## src/rtl/alu_pkg.sv

```systemverilog
// Shared ALU definitions: opcode values, sequencer state encoding, opcode legality helper.
package alu_pkg;

  localparam logic [5:0] OP_ADD = 6'h20;
  localparam logic [5:0] OP_SUB = 6'h22;
  localparam logic [5:0] OP_AND = 6'h24;
  localparam logic [5:0] OP_OR  = 6'h25;
  localparam logic [5:0] OP_XOR = 6'h26;
  localparam logic [5:0] OP_NOR = 6'h27;
  localparam logic [5:0] OP_SRA = 6'h03;
  localparam logic [5:0] OP_SRL = 6'h02;

  typedef enum logic [2:0] {
    ST_A    = 3'd0,
    ST_B    = 3'd1,
    ST_OP   = 3'd2,
    ST_EXEC = 3'd3,
    ST_DONE = 3'd4
  } state_t;

  // True when the opcode is one the ALU implements.
  function automatic logic is_legal_op(input logic [5:0] op);
    logic ok;
    case (op)
      OP_ADD, OP_SUB, OP_AND, OP_OR, OP_XOR, OP_NOR, OP_SRA, OP_SRL: ok = 1'b1;
      default:                                                       ok = 1'b0;
    endcase
    return ok;
  endfunction

endpackage

```

## src/rtl/alu.sv

```systemverilog
// Combinational ALU: two's complement add/sub, bitwise logic, arithmetic/logical right shifts.
module alu
  import alu_pkg::*;
#(
  parameter int NB_DATA = 8,
  parameter int NB_OP   = 6
) (
  input  logic [NB_DATA-1:0] i_a,
  input  logic [NB_DATA-1:0] i_b,
  input  logic [NB_OP-1:0]   i_op,
  output logic [NB_DATA-1:0] o_res
);

  // Select the operation; unsupported codes produce zero (the sequencer never issues them).
  always_comb begin
    o_res = {NB_DATA{1'b0}};
    case (i_op)
      OP_ADD:  o_res = i_a + i_b;
      OP_SUB:  o_res = i_a - i_b;
      OP_AND:  o_res = i_a & i_b;
      OP_OR:   o_res = i_a | i_b;
      OP_XOR:  o_res = i_a ^ i_b;
      OP_NOR:  o_res = ~(i_a | i_b);
      OP_SRA:  o_res = $unsigned($signed(i_a) >>> i_b);
      OP_SRL:  o_res = i_a >> i_b;
      default: o_res = {NB_DATA{1'b0}};
    endcase
  end

endmodule

```

## src/rtl/btn_edge.sv

```systemverilog
// One-bit rising-edge pulse generator for a debounced, already-synchronous button.
module btn_edge (
  input  logic i_clk,
  input  logic i_rst_n,
  input  logic i_btn,
  output logic o_pulse
);

  logic r_btn_q;

  // Remember last cycle's button level so a held button yields a single pulse.
  always_ff @(posedge i_clk) begin
    if (!i_rst_n) begin
      r_btn_q <= 1'b0;
    end else begin
      r_btn_q <= i_btn;
    end
  end

  assign o_pulse = i_btn & ~r_btn_q;

endmodule

```

## src/rtl/alu_seq_ctrl.sv

```systemverilog
// Board-side sequencer: loads A, B and OP from the switch bus on button presses,
// rejects unsupported opcodes, runs the ALU and registers the result for display.
module alu_seq_ctrl
  import alu_pkg::*;
#(
  parameter int NB_DATA  = 8,
  parameter int NB_OP    = 6,
  parameter int NB_STATE = 3
) (
  input  logic                i_clk,
  input  logic                i_rst_n,
  input  logic [NB_DATA-1:0]  i_sw,
  input  logic                i_btn_a,
  input  logic                i_btn_b,
  input  logic                i_btn_op,
  input  logic                i_btn_clr,
  output logic [NB_DATA-1:0]  o_result,
  output logic                o_valid,
  output logic                o_err,
  output logic [NB_STATE-1:0] o_state
);

  state_t               r_state;
  state_t               w_state_nxt;
  logic [NB_DATA-1:0]   r_a, r_b, r_result;
  logic [NB_DATA-1:0]   w_a_nxt, w_b_nxt, w_result_nxt;
  logic [NB_OP-1:0]     r_op, w_op_nxt;
  logic                 r_valid, r_err, w_valid_nxt, w_err_nxt;
  logic                 w_pulse_a, w_pulse_b, w_pulse_op, w_pulse_clr;
  logic [NB_DATA-1:0]   w_alu_res;
  logic [NB_OP-1:0]     w_sw_op;

  assign w_sw_op = i_sw[NB_OP-1:0];

  btn_edge u_edge_a   (.i_clk(i_clk), .i_rst_n(i_rst_n), .i_btn(i_btn_a),   .o_pulse(w_pulse_a));
  btn_edge u_edge_b   (.i_clk(i_clk), .i_rst_n(i_rst_n), .i_btn(i_btn_b),   .o_pulse(w_pulse_b));
  btn_edge u_edge_op  (.i_clk(i_clk), .i_rst_n(i_rst_n), .i_btn(i_btn_op),  .o_pulse(w_pulse_op));
  btn_edge u_edge_clr (.i_clk(i_clk), .i_rst_n(i_rst_n), .i_btn(i_btn_clr), .o_pulse(w_pulse_clr));

  alu #(.NB_DATA(NB_DATA), .NB_OP(NB_OP)) u_alu (
    .i_a  (r_a),
    .i_b  (r_b),
    .i_op (r_op),
    .o_res(w_alu_res)
  );

  // State register.
  always_ff @(posedge i_clk) begin
    if (!i_rst_n) begin
      r_state <= ST_A;
    end else begin
      r_state <= w_state_nxt;
    end
  end

  // Next state and datapath updates; clear outranks every other button, and
  // only the button belonging to the current state has any effect.
  always_comb begin
    w_state_nxt  = r_state;
    w_a_nxt      = r_a;
    w_b_nxt      = r_b;
    w_op_nxt     = r_op;
    w_result_nxt = r_result;
    w_valid_nxt  = r_valid;
    w_err_nxt    = r_err;
    if (w_pulse_clr) begin
      w_state_nxt  = ST_A;
      w_a_nxt      = {NB_DATA{1'b0}};
      w_b_nxt      = {NB_DATA{1'b0}};
      w_op_nxt     = {NB_OP{1'b0}};
      w_result_nxt = {NB_DATA{1'b0}};
      w_valid_nxt  = 1'b0;
      w_err_nxt    = 1'b0;
    end else begin
      case (r_state)
        ST_A: begin
          if (w_pulse_a) begin
            w_a_nxt     = i_sw;
            w_state_nxt = ST_B;
          end else begin
            w_state_nxt = ST_A;
          end
        end
        ST_B: begin
          if (w_pulse_b) begin
            w_b_nxt     = i_sw;
            w_state_nxt = ST_OP;
          end else begin
            w_state_nxt = ST_B;
          end
        end
        ST_OP: begin
          if (w_pulse_op) begin
            if (is_legal_op(w_sw_op)) begin
              w_op_nxt    = w_sw_op;
              w_err_nxt   = 1'b0;
              w_state_nxt = ST_EXEC;
            end else begin
              w_err_nxt   = 1'b1;
              w_state_nxt = ST_OP;
            end
          end else begin
            w_state_nxt = ST_OP;
          end
        end
        ST_EXEC: begin
          w_result_nxt = w_alu_res;
          w_valid_nxt  = 1'b1;
          w_state_nxt  = ST_DONE;
        end
        ST_DONE: begin
          if (w_pulse_a) begin
            w_a_nxt     = i_sw;
            w_valid_nxt = 1'b0;
            w_state_nxt = ST_B;
          end else begin
            w_state_nxt = ST_DONE;
          end
        end
        default: begin
          w_state_nxt = ST_A;
        end
      endcase
    end
  end

  // Operand, opcode and output registers.
  always_ff @(posedge i_clk) begin
    if (!i_rst_n) begin
      r_a      <= {NB_DATA{1'b0}};
      r_b      <= {NB_DATA{1'b0}};
      r_op     <= {NB_OP{1'b0}};
      r_result <= {NB_DATA{1'b0}};
      r_valid  <= 1'b0;
      r_err    <= 1'b0;
    end else begin
      r_a      <= w_a_nxt;
      r_b      <= w_b_nxt;
      r_op     <= w_op_nxt;
      r_result <= w_result_nxt;
      r_valid  <= w_valid_nxt;
      r_err    <= w_err_nxt;
    end
  end

  assign o_result = r_result;
  assign o_valid  = r_valid;
  assign o_err    = r_err;
  assign o_state  = NB_STATE'(r_state);

endmodule

```

## config.mk

```make
export PLATFORM = sky130hd
export DESIGN_NAME = alu_seq_ctrl
export DESIGN_NICKNAME = d
export VERILOG_FILES = /design/src/rtl/alu_pkg.sv /design/src/rtl/alu.sv /design/src/rtl/btn_edge.sv /design/src/rtl/alu_seq_ctrl.sv
export SDC_FILE = /design/constraint.sdc
export NUM_CORES = 1
export LEC_CHECK = 0
export BUFFER_PORTS_ARGS = -buffer_cell sky130_fd_sc_hd__buf_2
export CORE_UTILIZATION = 50
export DETAILED_ROUTE_END_ITERATION = 8
export PLACE_DENSITY_LB_ADDON = 0.05
export SLEW_MARGIN = 40
export SYNTH_ARGS = -nofsm -noshare
export SYNTH_HDL_FRONTEND = slang
export SYNTH_HIERARCHICAL = 1
export SYNTH_SLANG_ARGS = --single-unit
```

## constraint.sdc

```tcl
create_clock -name i_clk -period 9.1 [get_ports i_clk]
set_input_delay 1.365 -clock i_clk [delete_from_list [all_inputs] [get_ports i_clk]]
set_output_delay 1.365 -clock i_clk [all_outputs]
set_load 0.05 [all_outputs]
```

# Word level (Yosys, flattened, before mapping)
# Cells that the tools add are included.
# op_classes
add_sub_neg	2
eq_ne	21
shift	2
mux	14
bitwise_logic	13
reduce_logical	10
# op_table
op	count
6-bit == test (second input constant)	12
8-bit case mux with 8 select lines	1
6-bit by 2-bit == test with 1-bit output (second input constant)	4
3-bit case mux with 5 select lines	1
8-bit adder	1
8-bit AND	1
1-bit 2-to-1 mux	8
8-bit inverter	1
8-bit bitwise OR	1
2-bit AND reduction	4
8-bit OR reduction	1
8-bit by 8-bit right shift with 8-bit output	1
8-bit by 8-bit >>> shifter with 8-bit output	1
8-bit subtractor	1
8-bit bitwise XOR	1
3-bit by 2-bit == test with 1-bit output (second input constant)	2
3-bit 2-to-1 mux	2
1-bit inverter	5
1-bit AND	4
2-bit OR reduction	2
3-bit by 1-bit == test with 1-bit output (second input constant)	1
3-bit == test (second input constant)	1
3-bit logical NOT	1
3-bit AND reduction	1
other kinds (4)	4
# word_totals
reg_bits	39
in_bits	14
output_inout_bits	13
elab_cells	73

# Longest topological paths before layout
# Gate-level depths: netlist of run 1.
# logic_depth
word_depth	9
ltp_mapped	13

# Modules after synthesis
# The synthesis of run 1 kept the hierarchy.
# by_module_without_submodules
module	instances	cells_each	area_per_inst_um2	seq_area_each_um2
alu	1	220	1606.5	0.0
alu_seq_ctrl	1	130	1351.3	700.7
btn_edge	4	3	40.0	20.0

# Least setup slack after synthesis of run 1
# OpenSTA, ideal clock, no wires.
# synth_timing
kind	flip-flop to flip-flop
startpoint	register r_b[0]
endpoint	register r_result[6] (netlist: o_result[6])
t_arrival_ns	2.787
setup_slack_ns	6.185
stages_incl_launch_ff	14
period_less_slack_ns	2.915
cell_sequence	dfxtp_1 > buf_2 > inv_1 > ha_1 > nor2_1 > xnor2_1 > ha_1 > nor2b_1 > o31a_1 > o21a_1 > or3_1 > a31o_1 > mux2i_1 > nor2_1
# synth_via
elab_chain_cells	2
word_cells_on_any_way	5
# synth_lines
element	line	rtl
start: declaration	alu_seq_ctrl.sv:25	logic [NB_DATA-1:0] r_a, r_b, r_result;
start signal: assignment	alu_seq_ctrl.sv:131	r_b <= {NB_DATA{1'b0}};
start signal: assignment	alu_seq_ctrl.sv:138	r_b <= w_b_nxt;
8-bit subtractor, or another cell as far along	alu.sv:19	OP_SUB: o_res = i_a - i_b;
8-bit case mux with 8 select lines *	alu.sv:17	case (i_op)
net w_alu_res[6]	alu_seq_ctrl.sv:30	logic [NB_DATA-1:0] w_alu_res;
end signal: assignment	alu_seq_ctrl.sv:133	r_result <= {NB_DATA{1'b0}};
end signal: assignment	alu_seq_ctrl.sv:140	r_result <= w_result_nxt;
end: declaration	alu_seq_ctrl.sv:25	
# Mark *: on every way through the listed nets, which the timed path passes. The rest lies on a longest branch.
# A chain may end at the register's enable or synchronous reset.

# Worst setup path after layout of run 1
# layout_timing
startpoint	register r_op[5]
endpoint	register r_result[6] (netlist: o_result[6])
# layout_via
elab_chain_cells	2
word_cells_on_any_way	9
# layout_lines
element	line	rtl
start: declaration	alu_seq_ctrl.sv:27	logic [NB_OP-1:0] r_op, w_op_nxt;
start signal: assignment	alu_seq_ctrl.sv:132	r_op <= {NB_OP{1'b0}};
start signal: assignment	alu_seq_ctrl.sv:139	r_op <= w_op_nxt;
6-bit by 2-bit == test with 1-bit output or 6-bit == test (tied branches)	alu.sv:17	
8-bit case mux with 8 select lines *	alu.sv:17	
net w_alu_res[6]	alu_seq_ctrl.sv:30	
# Marked as above.

==> results of run 1 <==
cell families (layout without fill, tap and decap cells):
group | count (synthesis) | in the layout | synth area share [%]
xor gates and xnor gates | 15 | 15 | 4.21
and+or+nand+nor | 122 | 122 | 22.1
adders and majority gates | 25 | 25 | 10.3
buffers and inverters | 40 | 57 | 5.90
DFF | 39 | 39 | 25.0
AOI/OAI and AO/OA | 77 | 77 | 17.2
muxes | 44 | 44 | 15.3
worst min-delay path, delay by kind of cell, from the launching register on:
| family | cells | cell delay (ns) |
|---|---|---|
| and+or+nand+nor | 1 | 0.07 |
| DFF | 1 | 0.33 |
| muxes | 1 | 0.06 |
metrics by stage:
stage	power [mW]	util, %	hold WS [ns]	cell area, µm²
after floorplan	0.227	-	0.455	3120
after global placement	0.241	54.9	0.470	3270
after detailed placement	0.241	54.9	0.478	3270
after CTS	0.415	57.2	0.497	3410
after global routing	0.430	57.2	0.523	3410
final	0.413	57.2	0.494	3410
cell type report:
type,count,area share (%)
Inverter,17,1.87
Clock inverter,3,1.98
Sequential cell,39,22.9
Clock buffer,5,2.02
Timing Repair Buffer,32,5.14
Multi-Input combinational cell,283,63.3
Tap cell,75,2.76
power by group:
group          internal, mW  switching [mW]
Combinational        0.0261          0.0325
Clock                 0.109          0.0651
Sequential            0.174         0.00618
synth_stat cells, types with 2 or more instances:
master,n
a211o_1,2
a211oi_1,8
a21bo_2,2
a21o_1,3
a21oi_1,15
a311oi_1,2
a31o_1,2
a31oi_1,4
and2_1,4
buf_1,2
buf_2,9
buf_4,2
buf_6,2
clkbuf_1,8
clkinv_1,2
dfxtp_1,39
ha_1,24
inv_1,15
mux2i_1,41
mux4_2,3
nand2_1,19
nand2b_1,5
nand3_1,3
nand3b_1,3
nand4_1,3
nor2_1,43
nor2b_1,7
nor2b_4,4
nor3_1,7
nor3b_1,3
nor4_1,2
o211ai_1,5
o21a_1,3
o21ai_0,11
o221ai_1,2
o22ai_1,4
or2_2,3
or3_1,2
or4_1,3
xnor2_1,10
xor2_1,5
worst max-delay path by stage:
stage | from | end | slack (ns) | cells past startpoint
2_1_floorplan | r_b[0] | o_result[6] | 6.19 | 13
3_3_place_gp | r_op[3] | o_result[6] | 5.98 | 12
3_5_place_dp | r_op[3] | o_result[6] | 5.96 | 12
4_1_cts | r_op[5] | o_result[6] | 5.94 | 12
5_1_grt | r_op[5] | o_result[6] | 5.76 | 12
6_report | r_op[5] | o_result[6] | 5.93 | 12
flip-flops by register name, summed over array words and instances (netlist names):
signal	count
u_edge_clr/r_btn_q	1
r_op	6
u_edge_b/r_btn_q	1
o_err	1
r_b	8
o_result	8
u_edge_op/r_btn_q	1
u_edge_a/r_btn_q	1
o_state	3
r_a	8
o_valid	1
routing by layer:
metal / vias to the layer above / part of all wire, % / wire length (µm)
met5: - / 0 / 0
met2: 99 / 46 / 3710
li1: 1332 / - / -
met4: 0 / 2.5 / 200
met1: 1289 / 48 / 3890
met3: 12 / 3.9 / 314
==> summary.md, run 1 <==
| Metric | Value |
|---|---|
| Ys flop type | dfxtp_1 |
| Avg Cell Area, Syn | 8.61 µm² |
| TritonCTS clock tree | built |
| Clock sinks | 39 |
| Setup TNS | 0 ns |
| Height of the die | 81.0 µm |
| Largest net degree at the start of global routing | 31 |
| Crit-path cells | or4b_4 -> nor2_1 -> nor2_1 -> xnor2_1 -> ha_1 -> nor2b_1 -> o31a_1 -> o21a_1 -> or3_1 -> a31o_1 -> mux2i_1 -> nor2_1 |
| Slowest stage delay, CP | 0.51 ns |
| Number of unique standard cell types used by synthesis | 67 |
| Root Driver | clkbuf_8 |
| Nets | 417 |
| Place WS | 5.96 ns |
| Syn Std Cell Area | 0.00312 mm² |
| Die ar. | 0.00656 mm² |
| Worst hold start | o_result[5] |
| Hold buffers post-CTS | 0 |
| Met2 Track Usage GR | 42.8% |
| #FFs+latches synth | 39 |
| PD cells | 121 mW/mm² |
| Met3 Track Usage GR | 4.04% |
| Sequential area share after synthesis | 25.0% |
| Die width | 81.0 µm |
| Hold Path Class | flop to flop |
| Clock-pin slew on the worst setup and hold paths | 0.09 ns |
| Slew HR | 50.6% |
| Top delay family on crit path | simple AND/OR/NAND/NOR gates |
| Gr busiest metal | met2 |
| Clock Latency Late Sink | 0.29 ns |
| Core Area | 0.00596 mm² |
| Post-synth EDFFs | 0 |
| Vias in the first global route | 2,474 |
| DP HPWL | 5870 µm |
| Worst hold stages | 2 |
| Synth warn | 6 |
| FP Rows | 28 |
| Final hold viol count | 0 |
| Critical R2R Launch | r_op[5] |
| Status | finished clean |
| Hold EP | o_result[5] |
| Cell mode on critical path | nor2_1 |
| Fmax | 315 MHz |
| Most common cell after layout, fill and taps aside | nor2_1 |
| Routed Antenna Nets | 0 |
| WS Path Type | flop to flop |
| Buf/Inv on CP | 0 |
| Post-Syn Instances | 362 |
| Average wire per standard cell | 17.9 µm |
| Post-CTS Resized | 0 |
| Fill cell count | 590 |
| Vias/cell | 6.02 |
| DRC viols | 0 |
| CTS H-tree lvls | 2 |
| Max Cap Violations | 0 |
| VDD IR max | 0.0873 mV |
| CP Max Fanout | 5 |
| Type of destination of the critical path | flop |
| Tmin final | 3.17 ns |
| Initial Utilization | 52.4% |
| Gr ovfl total | 0 |
| Async SR Flop Fraction | 0% |
| Top cells by area, synth | dfxtp_1, mux2i_1, ha_1, nor2_1, xnor2_1 |
| Fin crit share | 34.9% |
| PortBufs | 26 |
| Setup bufs post-CTS | 0 |
| Measured slew at the worst slew-check pin | 0.738 ns |
| Placed Cells incl. Taps | 446 |
| Total wire length | 8110 µm |
| LEAKAGE | 1.41 nW |
| CTS max path bufs | 2 |
| Reg2Reg Setup Slack | 5.93 ns |
| Multi-input gate area | 0.00216 mm² |
| Max stage delay cell, worst path | or4b_4 |
| R2R Path End | o_result[6] |
| CP Launch Type | flop |
| Initial antenna violation count | 0 |
| Final max-slew violation count | 0 |
| Clock skew | 0.00892 ns |
| GRT Total Usage | 25.9% |
| First-pass GRT wire length | 12,700 µm |
| Antenna Cells | 0 |
| Layout Cells excl Fill | 454 |
| Unrepaired setup endpoints after global routing | no |
| Layout area overhead | 9.23% |
| Reg2Reg Depth | 12 |
| Via count | 2,732 |
| CP arrival | 3.33 ns |
| Register area | 781 µm² |
| Leading area contributor after synthesis | dfxtp_1 |
| M1 GR Usage | 33.7% |
| Most frequent cells in the layout | nor2_1, mux2i_1, dfxtp_1 |
| GPL Wtd Cong | 0.950 |
| 1st-iter DRT viols | 201 |
| Fin worst setup slack | 5.93 ns |
| Net count after synthesis | 401 |
| Router iterations before antenna repair | 5 |
| Post-synth top area share | 25.0% |
| Final setup violation count | 0 |
| Critical path required time | 9.26 ns |
| Layout cells sized above 1 | 16.1% |
| Ports | 27 |
| Num CTS Buffers | 5 |
Note: power is estimated with default switching activity, not from simulation.
==> inputs of run 2 (changes only) <==
==> constraint.sdc (replaced) <==
create_clock -name i_clk -period 2.6 [get_ports i_clk]
set_input_delay 0.39 -clock i_clk [delete_from_list [all_inputs] [get_ports i_clk]]
set_output_delay 0.39 -clock i_clk [all_outputs]
set_load 0.05 [all_outputs]
==> summary.md, run 2 (synthesized netlist as in run 1, its figures left out) <==
| Metric | Value |
|---|---|
| CP Launch Type | flop (unchanged) |
| Setup TNS | -1.27 ns (was 0 ns) |
| Layout cells sized above 1 | 27.4% (was 16.1%) |
| CTS max path bufs | 2 (unchanged) |
| Vias in the first global route | 2,609 (was 2,474) |
| Type of destination of the critical path | flop (unchanged) |
| Layout area overhead | 19.9% (was 9.23%) |
| Met3 Track Usage GR | 3.48% (was 4.04%) |
| First-pass GRT wire length | 13,600 µm (was 12,700 µm) |
| Met2 Track Usage GR | 45.0% (was 42.8%) |
| Slew HR | 57.7% (was 50.6%) |
| GPL Wtd Cong | 0.967 (was 0.950) |
| Clock Latency Late Sink | 0.30 ns (was 0.29 ns) |
| M1 GR Usage | 38.0% (was 33.7%) |
| Die ar. | 0.00656 mm² (unchanged) |
| Status | finished with violations (was finished clean) |
| Num CTS Buffers | 5 (unchanged) |
| Initial antenna violation count | 0 (unchanged) |
| Fmax | 343 MHz (was 315 MHz) |
| Nets | 451 (was 417) |
| Worst hold start | i_btn_op (was o_result[5]) |
| Ports | 27 (unchanged) |
| Largest net degree at the start of global routing | 24 (was 31) |
| Sequential power share | 43.7% (was 43.5%) |
| Router iterations before antenna repair | 5 (unchanged) |
| Root Driver | clkbuf_8 (unchanged) |
| Clock-pin slew on the worst setup and hold paths | 0.08 ns (was 0.09 ns) |
| Average wire per standard cell | 17.2 µm (was 17.9 µm) |
| 1st-iter DRT viols | 324 (was 201) |
| Measured slew at the worst slew-check pin | 0.632 ns (was 0.738 ns) |
| Critical R2R Launch | r_op[3] (was r_op[5]) |
| Clock skew | 0.00982 ns (was 0.00892 ns) |
| P_sw | 0.383 mW (was 0.104 mW) |
| Failing checks | setup timing |
| Vias/cell | 5.89 (was 6.02) |
| Internal Pwr Total | 1.05 mW (was 0.309 mW) |
| Final max-slew violation count | 0 (unchanged) |
| Area after DPL | 0.00351 mm² (was 0.00327 mm²) |
| Routed Antenna Nets | 0 (unchanged) |
| LEAKAGE | 1.59 nW (was 1.41 nW) |
| Post-route design area | 0.00374 mm² (was 0.00341 mm²) |
| Total power | 1.43 mW (was 0.413 mW) |
| Hold EP | u_edge_op/r_btn_q (was o_result[5]) |
| DP HPWL | 6210 µm (was 5870 µm) |
| CP Max Fanout | 4 (was 5) |
| Core Area | 0.00596 mm² (unchanged) |
| Critical path required time | 2.80 ns (was 9.26 ns) |
| Gr busiest metal | met2 (unchanged) |
| Most frequent cells in the layout | mux2i_1, nor2_1, buf_4 (was nor2_1, mux2i_1, dfxtp_1) |
| PortBufs | 26 (unchanged) |
| R2R Path End | o_result[6] (unchanged) |
| Comb power frac | 17.9% (was 14.2%) |
| CP arrival | 3.11 ns (was 3.33 ns) |
| PD cells | 383 mW/mm² (was 121 mW/mm²) |
| Fin worst setup slack | -0.317 ns (was 5.93 ns) |
| GRT Total Usage | 27.3% (was 25.9%) |
| Hold Path Class | primary input to flop (was flop to flop) |
| CTS H-tree lvls | 2 (unchanged) |
| Initial Utilization | 52.4% (unchanged) |
| Gr ovfl total | 0 (unchanged) |
| Max Cap Violations | 0 (unchanged) |
| Unrepaired setup endpoints after global routing | yes (was no) |
| Place WS | -0.321 ns (was 5.96 ns) |
| Fin crit share | 112% (was 34.9%) |
| Clock group share of total power | 38.4% (was 42.3%) |
| Worst hold stages | 2 (unchanged) |
| Switching share of power | 26.8% (was 25.1%) |
| Hold buffers post-CTS | 0 (unchanged) |
| Tmin final | 2.92 ns (was 3.17 ns) |
| Antenna Cells | 0 (unchanged) |
| Fill cell count | 558 (was 590) |
| Reg2Reg Setup Slack | -0.32 ns (was 5.93 ns) |
| Height of the die | 81.0 µm (unchanged) |
| Clock sinks | 39 (unchanged) |
| Reg2Reg Depth | 12 (unchanged) |
| Die width | 81.0 µm (unchanged) |
| Via count | 2,873 (was 2,732) |
| TritonCTS clock tree | built (unchanged) |
| VDD IR max | 0.307 mV (was 0.0873 mV) |
| FP Rows | 28 (unchanged) |
| Total wire length | 8380 µm (was 8110 µm) |
| Final hold viol count | 0 (unchanged) |
| DRC viols | 0 (unchanged) |
| Final setup violation count | 6 (was 0) |
| WS Path Type | flop to flop (unchanged) |
==> run 2: cell types whose count changed in the layout (fill, tap and decap cells not counted), sizes merged <==
cell	delta
buf	+34
bufinv	-1
clkbuf	+1
clkinvlp	-1
inv	+1
==> run 2: timing repair <==
action                                  CTS  global route
resized for setup                         7            10
pin swaps                                 9            11
endpoints found under the hold margin     0             0
setup buffers                             2             3
endpoints found under the setup margin    6             6
cloned                                    0             0
==> run 2: cell type report <==
cell class	instances	area, µm²	area share, %
Clock inverter	2	38.8	1.04
Sequential cell	39	783	20.9
Multi-Input combinational cell	283	2250	60.1
Inverter	17	63.8	1.71
Tap cell	75	93.8	2.51
Clock buffer	6	82.6	2.21
Timing Repair Buffer	66	430	11.5
==> run 2: power groups by stage <==
stage	registers, mW	logic, mW	clock network [mW]
2_1_floorplan	0.638	0.158	0
3_3_place_gp	0.639	0.223	0
3_5_place_dp	0.639	0.227	0
4_1_cts	0.625	0.238	0.558
5_1_grt	0.627	0.280	0.580
6_report	0.625	0.256	0.549
==> run 2: through the flow <==
step | instances | utilization [%] | hold slack [ns]
global route | 488 | 62.8 | 0.307
detailed placement | 476 | 59.0 | 0.484
finish | 488 | 62.8 | 0.307
floorplan | 362 | - | 0.455
global placement | 476 | 59.0 | 0.474
CTS | 486 | 61.6 | 0.306
==> run 2: worst max path at each step <==
stage / start / to / slack [ns] / depth (start not counted)
2_1_floorplan: r_op[3] / o_result[6] / -0.21 / 12
3_3_place_gp: r_op[3] / o_result[6] / -0.27 / 12
3_5_place_dp: r_op[3] / o_result[6] / -0.32 / 12
4_1_cts: r_op[2] / o_result[6] / -0.29 / 12
5_1_grt: r_op[3] / o_result[6] / -0.47 / 12
6_report: r_op[3] / o_result[6] / -0.32 / 12
==> run 2: critical path: stages (launching register included) <==
cell     delay (ns)
dfxtp_2        0.33
or4b_4         0.58
or2_4          0.27
nor2_2         0.10
a21o_1         0.12
fa_2           0.22
nor2b_2        0.05
o31a_1         0.26
o21a_1         0.18
or3_4          0.32
a31o_1         0.21
mux2i_1        0.14
nor2_1         0.05
==> run 2: per-layer routing <==
| layer | up-vias | wire, µm |
|---|---|---|
| met1 | 1341 | 3860 |
| met4 | 0 | 141 |
| met2 | 112 | 3910 |
| met3 | 19 | 473 |
| li1 | 1401 | - |
| met5 | - | 0 |
